## src/rtl/tld_pkg.sv

```systemverilog
// Shared types and lamp-pattern helpers for the tail-light pattern decoder.
package tld_pkg;

    localparam logic [2:0] PAT_Z  = 3'b000;
    localparam logic [2:0] PAT_S1 = 3'b001;
    localparam logic [2:0] PAT_S2 = 3'b011;
    localparam logic [2:0] PAT_F  = 3'b111;

    typedef enum logic [2:0] {
        OFF    = 3'd0,
        LEFT   = 3'd1,
        RIGHT  = 3'd2,
        HAZARD = 3'd3,
        DUAL   = 3'd4
    } mode_e;

    typedef enum logic [1:0] {
        IDLE   = 2'd0,
        ACQ    = 2'd1,
        LOCKED = 2'd2
    } state_e;

    // Successor in the turn chain Z->S1->S2->F->Z. Anything outside the chain maps to Z,
    // which is the only step that is legal from an unknown pattern.
    function automatic logic [2:0] next_turn_pat(input logic [2:0] pat);
        logic [2:0] nxt;
        case (pat)
            PAT_Z:   nxt = PAT_S1;
            PAT_S1:  nxt = PAT_S2;
            PAT_S2:  nxt = PAT_F;
            default: nxt = PAT_Z;
        endcase
        return nxt;
    endfunction

    function automatic logic is_legal_pat(input logic [2:0] pat);
        return (pat == PAT_Z) || (pat == PAT_S1) || (pat == PAT_S2) || (pat == PAT_F);
    endfunction

endpackage

```

## src/rtl/tld_side_tracker.sv

```systemverilog
// Per-side lamp group tracker: remembers the previous sample and qualifies the current
// one against the turn chain and the hazard alternation.
module tld_side_tracker
    import tld_pkg::*;
(
    input  logic       clk,
    input  logic       reset,
    input  logic [2:0] pat_i,
    output logic       is_legal_o,
    output logic       is_zero_o,
    output logic       prev_zero_o,
    output logic       is_start_o,
    output logic       turn_ok_o,
    output logic       hazard_ok_o,
    output logic       wrap_o
);

    logic [2:0] prev_q;

    // Previous sample, taken every edge regardless of decoder state.
    always_ff @(posedge clk or posedge reset) begin
        if (reset) prev_q <= PAT_Z;
        else       prev_q <= pat_i;
    end

    // Qualifiers of the current sample relative to the previous one.
    always_comb begin
        is_legal_o  = is_legal_pat(pat_i);
        is_zero_o   = (pat_i == PAT_Z);
        prev_zero_o = (prev_q == PAT_Z);
        is_start_o  = (prev_q == PAT_Z) && (pat_i != PAT_Z);
        turn_ok_o   = (pat_i == next_turn_pat(prev_q)) || (pat_i == PAT_Z);
        hazard_ok_o = (pat_i == PAT_Z) || ((prev_q == PAT_Z) && (pat_i == PAT_F));
        wrap_o      = (prev_q == PAT_F) && (pat_i == PAT_Z);
    end

endmodule

```

## src/rtl/taillight_pattern_decoder.sv

```systemverilog
// Tail-light lamp bus decoder: classifies the 3+3 lamp pattern into OFF/LEFT/RIGHT/DUAL/HAZARD,
// locks the mode after LOCK_CYCLES conforming samples and flags illegal patterns/steps.
// Optional feature macro: TAILLIGHT_DEC_ERRCNT_EN adds a saturating 8-bit err_count output.
//
// state  | meaning
// IDLE   | no candidate; waiting for a legal first non-zero sample after an all-zero sample
// ACQ    | candidate chosen; counting conforming samples toward lock
// LOCKED | mode locked and reported; mode_valid=1
module taillight_pattern_decoder
    import tld_pkg::*;
#(
    parameter int LOCK_CYCLES = 4,
    parameter int IDLE_CYCLES = 8,
    parameter int CNT_W       = 4
) (
    input  logic       clk,
    input  logic       reset,
    input  logic [2:0] l_in,
    input  logic [2:0] r_in,
    output logic [2:0] mode,
    output logic       mode_valid,
    output logic       seq_done,
    output logic       err
`ifdef TAILLIGHT_DEC_ERRCNT_EN
    ,
    output logic [7:0] err_count
`endif
);

    localparam logic [CNT_W-1:0] LOCK_MAX = CNT_W'(LOCK_CYCLES);
    localparam logic [CNT_W-1:0] IDLE_MAX = CNT_W'(IDLE_CYCLES);
    localparam logic [CNT_W-1:0] CNT_ONE  = CNT_W'(1);
    // With a lock window of one, the start sample alone is enough to lock.
    localparam state_e START_STATE = (LOCK_CYCLES <= 1) ? LOCKED : ACQ;

    logic l_legal, l_zero, l_prev_zero, l_start, l_turn, l_haz, l_wrap;
    logic r_legal, r_zero, r_prev_zero, r_start, r_turn, r_haz, r_wrap;

    tld_side_tracker u_left (
        .clk         (clk),
        .reset       (reset),
        .pat_i       (l_in),
        .is_legal_o  (l_legal),
        .is_zero_o   (l_zero),
        .prev_zero_o (l_prev_zero),
        .is_start_o  (l_start),
        .turn_ok_o   (l_turn),
        .hazard_ok_o (l_haz),
        .wrap_o      (l_wrap)
    );

    tld_side_tracker u_right (
        .clk         (clk),
        .reset       (reset),
        .pat_i       (r_in),
        .is_legal_o  (r_legal),
        .is_zero_o   (r_zero),
        .prev_zero_o (r_prev_zero),
        .is_start_o  (r_start),
        .turn_ok_o   (r_turn),
        .hazard_ok_o (r_haz),
        .wrap_o      (r_wrap)
    );

    state_e           state_q, state_d;
    mode_e            cand_q, cand_d;
    mode_e            mode_q, mode_d;
    logic             mode_valid_q, mode_valid_d;
    logic             seq_done_q, seq_done_d;
    logic             err_q, err_d;
    logic [CNT_W-1:0] lock_cnt_q, lock_cnt_d;
    logic [CNT_W-1:0] idle_cnt_q, idle_cnt_d;
    logic [CNT_W-1:0] lock_inc;

    logic  pat_legal, all_zero, first_nz, idle_timeout;
    logic  start_ok, conform;
    mode_e start_cls;

    // Candidate classification of the current sample and conformance to the held candidate.
    always_comb begin
        pat_legal = l_legal && r_legal;
        all_zero  = l_zero && r_zero;
        first_nz  = (l_start || r_start) && l_prev_zero && r_prev_zero;

        start_ok  = 1'b1;
        start_cls = OFF;
        if      ((l_in == PAT_S1) && (r_in == PAT_Z))  start_cls = LEFT;
        else if ((l_in == PAT_Z)  && (r_in == PAT_S1)) start_cls = RIGHT;
        else if ((l_in == PAT_S1) && (r_in == PAT_S1)) start_cls = DUAL;
        else if ((l_in == PAT_F)  && (r_in == PAT_F))  start_cls = HAZARD;
        else                                           start_ok  = 1'b0;

        case (cand_q)
            LEFT:    conform = r_zero && l_turn;
            RIGHT:   conform = l_zero && r_turn;
            DUAL:    conform = (l_in == r_in) && l_turn && r_turn;
            HAZARD:  conform = (l_in == r_in) && l_haz && r_haz;
            default: conform = 1'b0;
        endcase
    end

    // Run counters: idle counts consecutive all-zero samples; both saturate.
    always_comb begin
        lock_inc     = (lock_cnt_q >= LOCK_MAX) ? LOCK_MAX : lock_cnt_q + CNT_ONE;
        idle_cnt_d   = '0;
        if (all_zero) idle_cnt_d = (idle_cnt_q >= IDLE_MAX) ? IDLE_MAX : idle_cnt_q + CNT_ONE;
        idle_timeout = all_zero && (idle_cnt_d >= IDLE_MAX);
    end

    // State, counters and output registers.
    always_ff @(posedge clk or posedge reset) begin
        if (reset) begin
            state_q      <= IDLE;
            cand_q       <= OFF;
            lock_cnt_q   <= '0;
            idle_cnt_q   <= '0;
            mode_q       <= OFF;
            mode_valid_q <= 1'b0;
            seq_done_q   <= 1'b0;
            err_q        <= 1'b0;
        end else begin
            state_q      <= state_d;
            cand_q       <= cand_d;
            lock_cnt_q   <= lock_cnt_d;
            idle_cnt_q   <= idle_cnt_d;
            mode_q       <= mode_d;
            mode_valid_q <= mode_valid_d;
            seq_done_q   <= seq_done_d;
            err_q        <= err_d;
        end
    end

    // Next-state logic; an illegal pattern overrides every other condition.
    always_comb begin
        state_d    = state_q;
        cand_d     = cand_q;
        lock_cnt_d = lock_cnt_q;
        err_d      = 1'b0;
        seq_done_d = 1'b0;
        if (!pat_legal) begin
            err_d      = 1'b1;
            state_d    = IDLE;
            lock_cnt_d = '0;
        end else begin
            case (state_q)
                IDLE: begin
                    if (first_nz) begin
                        if (start_ok) begin
                            cand_d     = start_cls;
                            lock_cnt_d = CNT_ONE;
                            state_d    = START_STATE;
                        end else begin
                            err_d = 1'b1;
                        end
                    end
                end
                ACQ, LOCKED: begin
                    if (first_nz && start_ok && (start_cls != cand_q)) begin
                        cand_d     = start_cls;
                        lock_cnt_d = CNT_ONE;
                        state_d    = START_STATE;
                    end else if (!conform) begin
                        err_d      = 1'b1;
                        state_d    = IDLE;
                        lock_cnt_d = '0;
                    end else if (idle_timeout) begin
                        state_d    = IDLE;
                        lock_cnt_d = '0;
                    end else if (state_q == ACQ) begin
                        lock_cnt_d = lock_inc;
                        if (lock_inc >= LOCK_MAX) state_d = LOCKED;
                    end else begin
                        seq_done_d = l_wrap || r_wrap;
                    end
                end
                default: begin
                    state_d    = IDLE;
                    lock_cnt_d = '0;
                end
            endcase
        end
    end

    // Output decode from the next state so outputs land on the sampling edge.
    always_comb begin
        mode_valid_d = (state_d == LOCKED);
        mode_d       = (state_d == LOCKED) ? cand_d : OFF;
    end

    assign mode       = mode_q;
    assign mode_valid = mode_valid_q;
    assign seq_done   = seq_done_q;
    assign err        = err_q;

`ifdef TAILLIGHT_DEC_ERRCNT_EN
    logic [7:0] err_cnt_q;

    // Saturating count of err pulses, cleared only by reset.
    always_ff @(posedge clk or posedge reset) begin
        if (reset)                              err_cnt_q <= 8'd0;
        else if (err_d && (err_cnt_q != 8'hFF)) err_cnt_q <= err_cnt_q + 8'd1;
    end

    assign err_count = err_cnt_q;
`endif

endmodule
```

## config.mk

```make
export PLATFORM = sky130hd
export DESIGN_NAME = taillight_pattern_decoder
export DESIGN_NICKNAME = d
export VERILOG_FILES = /design/src/rtl/tld_pkg.sv /design/src/rtl/tld_side_tracker.sv /design/src/rtl/taillight_pattern_decoder.sv
export SDC_FILE = /design/constraint.sdc
export NUM_CORES = 1
export LEC_CHECK = 0
export ABC_CLOCK_PERIOD_IN_PS = 5700
export BUFFER_PORTS_ARGS = -buffer_cell sky130_fd_sc_hd__buf_2
export CORE_MARGIN = 2
export CORE_UTILIZATION = 60
export DETAILED_ROUTE_END_ITERATION = 7
export GPL_ROUTABILITY_DRIVEN = 0
export PLACE_DENSITY_LB_ADDON = 0.2
export SYNTH_ARGS = -nofsm -noshare
export SYNTH_HDL_FRONTEND = slang
export SYNTH_SLANG_ARGS = --single-unit
```

## constraint.sdc

```tcl
create_clock -name clk -period 5.7 [get_ports clk]
set_input_delay 0.855 -clock clk [delete_from_list [all_inputs] [get_ports clk]]
set_output_delay 0.855 -clock clk [all_outputs]
set_load 0.01 [all_outputs]
```

==> results of run 1 <==
[per-stage QoR]
stage                     power (mW)  area, um^2  setup slack [ns]   util
after floorplan                0.215        1760              2.88      -
after global placement         0.220        1800              2.57  0.646
after detailed placement       0.221        1800              2.51  0.646
after CTS                      0.301        1820              2.86  0.655
after global routing           0.313        1820              2.66  0.655
final                          0.299        1820              2.83  0.655
[state kept, by name, indices dropped and copies added (netlist names)]
| register | flops |
|---|---|
| u_right.prev_q | 3 |
| mode | 3 |
| cand_q | 3 |
| u_left.prev_q | 3 |
| state_q | 2 |
| mode_valid | 1 |
| err | 1 |
| seq_done | 1 |
| idle_cnt_q | 4 |
| lock_cnt_q | 4 |
[worst max-delay path by stage]
stage | end | cells after the start
finish | mode[1] | 8
global route | mode[1] | 8
CTS | mode[1] | 8
detailed placement | mode[1] | 8
global placement | mode[1] | 8
floorplan | mode[0] | 9
[kinds of logic (layout without fill, tap and decap cells)]
family,after synthesis,count (layout),synth area share
AOI/OAI and AO/OA,43,43,0.222
xor gates and xnor gates,6,6,0.0298
adders and majority gates,7,7,0.0496
buffers and inverters,22,31,0.0709
DFF,25,25,0.355
muxes,1,1,0.00567
and+or+nand+nor,74,74,0.267
[power by group through the flow]
stage / sequential (mW) / combinational, mW / clock, mW
2_1_floorplan: 0.186 / 0.0291 / 0
3_3_place_gp: 0.186 / 0.0338 / 0
3_5_place_dp: 0.187 / 0.0349 / 0
4_1_cts: 0.183 / 0.0350 / 0.0824
5_1_grt: 0.184 / 0.0385 / 0.0904
6_report: 0.183 / 0.0351 / 0.0804
[cell usage in the layout (no fill, tap or decap), types with 6 or more instances in the layout]
cell type	synthesis	layout
dfrtp_1	25	25
inv_1	14	14
buf_2	1	13
nor2_1	12	12
nand3_1	11	11
nor3_1	8	8
nand2_1	8	8
ha_1	7	7
xnor2_1	6	6
[final cells by class]
| class | count | area [um^2] | share of cell area |
|---|---|---|---|
| clock inverters | 1 | 5.00 | 0.00275 |
| repair buffers | 13 | 65.1 | 0.0357 |
| flip-flops and latches | 25 | 626 | 0.343 |
| well taps | 31 | 38.8 | 0.0213 |
| multi-input cells | 131 | 1010 | 0.556 |
| clock buffers | 3 | 22.5 | 0.0124 |
| inverters | 14 | 52.6 | 0.0288 |
[per-layer routing]
layer / up-vias / wire [um] / GRT usage
met1: 731 / 1680 / 0.321
met5: - / 0 / 0
met2: 56 / 1890 / 0.401
met3: 9 / 175 / 0.0335
li1: 678 / - / -
met4: 0 / 59 / 0.0963
[worst max-delay path: cells and delay by family]
family | cells | cell delay (ns)
buf+inv | 1 | 0.19
compound gates | 2 | 0.89
simple gates | 5 | 1.15
[synth_stat cells, drive strengths merged (3+ instances only)]
cell type | number | area [um^2]
a211oi | 3 | 22.5
a21oi | 4 | 23.8
a31oi | 6 | 58.8
and2 | 5 | 33.8
buf | 8 | 72.6
dfrtp | 25 | 626
ha | 7 | 87.6
inv | 14 | 52.6
nand2 | 8 | 30.0
nand3 | 11 | 55.1
nand4 | 3 | 18.8
nor2 | 13 | 56.3
nor3 | 8 | 40.0
nor4 | 5 | 46.3
o21ai | 6 | 33.8
o22ai | 4 | 31.3
o31ai | 3 | 22.5
or3 | 5 | 46.3
or4 | 3 | 26.3
xnor2 | 6 | 52.6
==> qor.csv, run 1 <==
metric,value,unit
syn_area,0.00176,mm^2
startpoint,l_in[1],
rows,19,
nFillCells,236,
wl_per_cell,17.5,um
initial_utilization,0.634,
synth_seq_cells,25,
power.switching,0.0809,mW
setup_violations,0,
arrival,3.08,ns
reg2reg_to,mode[1],
antenna_cells,0,
fin_worst_skew,0.00640,ns
clkLatencyLatePin,0.32,ns
hold_slack,0.499,ns
coreArea,0.00278,mm^2
routed_wl,3.81,mm
synth_cell_types,61,
io_pins,14,
finalCritPeriodShare,0.504,
cts_tree,yes,
async_flop_share,1.00,
p_sw_frac,0.271,
netlist_instances,178,
post_cts_buffers,0,
clock.fmax,348,MHz
clockBufferDepth,2,
grt_pass1_vias,1429,
gr-total-overflow,0,
p_comb_frac,0.117,
syn_area_per_cell,9.91,um^2
synth_edf_count,0,
cts_root_buf,clkbuf_4,
clkPwrFrac,0.269,
cts.sinks,25,
leakage,0.738,nW
crit_path_top_delay_cell,a21oi_2,
hold_viol_final,0,
track_usage,0.242,
internal-power,0.218,mW
period_needed,2.87,ns
r2r-start,u_right.prev_q[0],
status,finished clean,
peakVddDrop,0.155,mV
path_class,in -> reg,
stdcell_count,218,
worstHoldEndpoint,idle_cnt_q[1],
drtIter0Drc,63,
rsz0062_at_grt,false,
drive_gt1_frac,0.209,
dp_hpwl,2.87,mm
worstHoldStart,idle_cnt_q[3],
holdPathStages,1,
antenna_found_initial,0,
r2r_cells,7,
p_seq_frac,0.614,
yosysSeqAreaShare,0.355,
drtPass1Iterations,4,
grt_first_pass_wirelength,6.37,mm
clkTransAtPathRegs,0.14,ns
cp_slowest_stage_delay,0.52,ns
setup_tns,0,ns
drc,0,
grt_max_degree,26,
htreeDepth,1,
end_kind,flip-flop,
crit_chain,buf_2 -> nand3_1 -> or2_1 -> a21oi_2 -> and2b_1 -> nand2b_1 -> a221oi_1 -> nor3_1,
die_y,58.2,um
cts_buffers,3,
power_per_cell_area,164,mW/mm^2
ant_nets,0,
syn2layout_area_growth,3.33,%
placed_cells,214,
cts-resized-gates,0,
cp.required,5.91,ns
io_buffers,13,
synthFlopType,dfrtp_1,
cp_max_fo,12,
finalNetCount,203,
tightest_slew,0.926,ns
slew_headroom,0.382,
slew_violations,0,
die-width,58.2,um
r2r_slack,3.03,ns
dieArea,0.00339,mm^2
viasPerCell,6.76,
vias,1474,
hp-class,reg -> reg,
yosys_warnings,0,
syn_nets,193,
cts_hold_buf,0,
startpoint_type,primary input,
max-cap-violations,0,
No activity file was read; power rests on OpenSTA's default activity.
==> run 2: changes to the inputs <==
ABC_CLOCK_PERIOD_IN_PS = 2600   (was 5700)
CORE_UTILIZATION = 54   (was 60)
clock period = 2.6 ns   (was 5.7 ns; I/O delays follow)
==> run 2 against run 1 <==
  * Total power is 130% higher
  * Non-clock buffer count is 10 higher
  * Count of clock-buffer cells in the layout stayed put
  * Worst hold slack worse by 0.26 ns
  * Sequential power is 120% higher
  * Final cell count is 11% higher
  * Combinational power is 150% higher
==> qor.csv, run 2 (synthesis results as in run 1) <==
metric,value,unit,change
status,finished clean,,
mostFrequentLayoutCells,"dfrtp_1 (25), inv_1 (14), buf_2 (13), nor2_1 (12), nand3_1 (11)",,
setup_tns,0,ns,unchanged
hold_slack,0.243,ns,-0.257 ns
tightest_slew,0.959,ns,+0.0338 ns
cp_max_fo,12,,unchanged
peakVddDrop,0.182,mV,+17%
arrival,2.61,ns,-0.47 ns
largestRegisters,"idle_cnt_q: 4 flops, lock_cnt_q: 4 flops",,
grt_pass1_vias,1507,,+5.5%
clockBufferDepth,2,,unchanged
crit_top_cell,nor3_1,,
io_buffers,13,,unchanged
cp.required,2.81,ns,-3.10 ns
wl_per_cell,16.9,um,-3.4%
clkLatencyLatePin,0.32,ns,about the same
grt_first_pass_wirelength,7.10,mm,+11%
fin_worst_skew,0.00264,ns,-0.00377 ns
startpoint_type,flip-flop,,
cts_hold_buf,0,,unchanged
setup_violations,0,,unchanged
finalPower,0.674,mW,+130%
die_y,61.2,um,+5.0%
drtIter0Drc,77,,+22%
post_cts_buffers,0,,unchanged
crit_path_top_delay_cell,dfrtp_1,,
max-cap-violations,0,,unchanged
drc,0,,unchanged
leakage,0.783,nW,+6.1%
viasPerCell,6.22,,-8.0%
htreeDepth,1,,unchanged
drtPass1Iterations,4,,unchanged
rows,20,,+1
multi_input_area,0.00102,mm^2,+0.74%
hp-class,in -> reg,,
io_pins,14,,unchanged
finalNetCount,213,,+4.9%
period_needed,2.39,ns,
initial_utilization,0.573,,-0.0611
power_per_cell_area,350,mW/mm^2,+110%
routed_wl,4.07,mm,+6.7%
cts_tree,yes,,
cts_root_buf,clkbuf_4,,
hold_viol_final,0,,unchanged
end_kind,flip-flop,,
path_class,reg -> reg,,
finalCritPeriodShare,0.921,,
dieArea,0.00374,mm^2,+10%
clock.fmax,418,MHz,
antenna_found_initial,0,,unchanged
cts.sinks,25,,unchanged
critical_path.top_delay_family,simple AND/OR/NAND/NOR gates,,
setup_slack,0.207,ns,-2.62 ns
vias,1499,,+1.7%
cts_buffers,3,,unchanged
crit_chain,nor3_1 -> o311ai_2 -> a21oi_4 -> and2b_1 -> nand2b_1 -> a221oi_1 -> nor3_1,,
gr-total-overflow,0,,unchanged
die-width,61.2,um,+5.0%
drive_gt1_frac,0.249,,+0.0402
slew_violations,0,,unchanged
crit_buf_inv,0,,-1
nFillCells,276,,+17%
antenna_cells,0,,unchanged
regArea,626,um^2,unchanged
post-place-ws,-0.0610,ns,-2.57 ns
syn2layout_area_growth,9.08,%,
grt_max_degree,26,,unchanged
cp_slowest_stage_delay,0.46,ns,-0.06 ns
clkTransAtPathRegs,0.15,ns,about the same
dp_hpwl,3.09,mm,+7.7%
slew_headroom,0.360,,-0.0225
coreArea,0.00308,mm^2,+11%
rsz0062_at_grt,false,,
track_usage,0.252,,+0.00926
ant_nets,0,,unchanged
layout_commonest_cell,dfrtp_1,,
==> run 2: cell count changes in the layout (fill, tap and decap cells not counted) <==
cell        delta
a21oi_4        +1
buf_4         +10
a21oi_2        -1
clkinv_2       -1
clkinvlp_4     +1
==> run 2: repair_timing <==
item,CTS,global route
resized for setup,0,1
hold endpoints to repair,0,0
setup endpoints to repair,0,3
==> run 2: metrics by stage <==
step                      instance area [um^2]  std cells   util
after floorplan                           1760        178      -
after global placement                    1890        237  0.613
after detailed placement                  1890        237  0.613
after CTS                                 1920        241  0.623
after global routing                      1920        241  0.625
final                                     1920        241  0.625
==> run 2: area by class of cell <==
class,count,share of cell area
clock buffers,3,0.0117
repair buffers,23,0.0728
inverters,14,0.0273
flip-flops and latches,25,0.325
clock inverters,1,0.00390
multi-input cells,131,0.531
well taps,44,0.0286
==> run 2: power breakdown <==
part	internal, mW	switching (mW)	total (mW)
Clock	0.0587	0.127	0.185
Combinational	0.0317	0.0554	0.0871
Sequential	0.395	0.00659	0.402
Total	0.486	0.189	0.674
==> run 2: worst paths after layout <==
path                               endpoint  cells past startpoint              from  slack (ns)
setup / recovery                    mode[1]                      7  u_left.prev_q[0]        0.21
hold / removal             u_left.prev_q[0]                      1           l_in[0]        0.24
setup reg to reg                    mode[1]                      7  u_left.prev_q[0]        0.21
hold reg to reg               idle_cnt_q[1]                      1     idle_cnt_q[3]        0.51
max in group asynchronous     idle_cnt_q[3]                      2             reset        1.77
min in group asynchronous           mode[2]                      2             reset        0.26
==> run 2: routing by layer <==
metal / vias to the layer above / part of all wire / GRT usage
met4: 0 / 0.014 / 0.0528
met2: 50 / 0.50 / 0.422
li1: 699 / - / -
met5: - / 0 / 0
met3: 6 / 0.049 / 0.0336
met1: 744 / 0.43 / 0.348
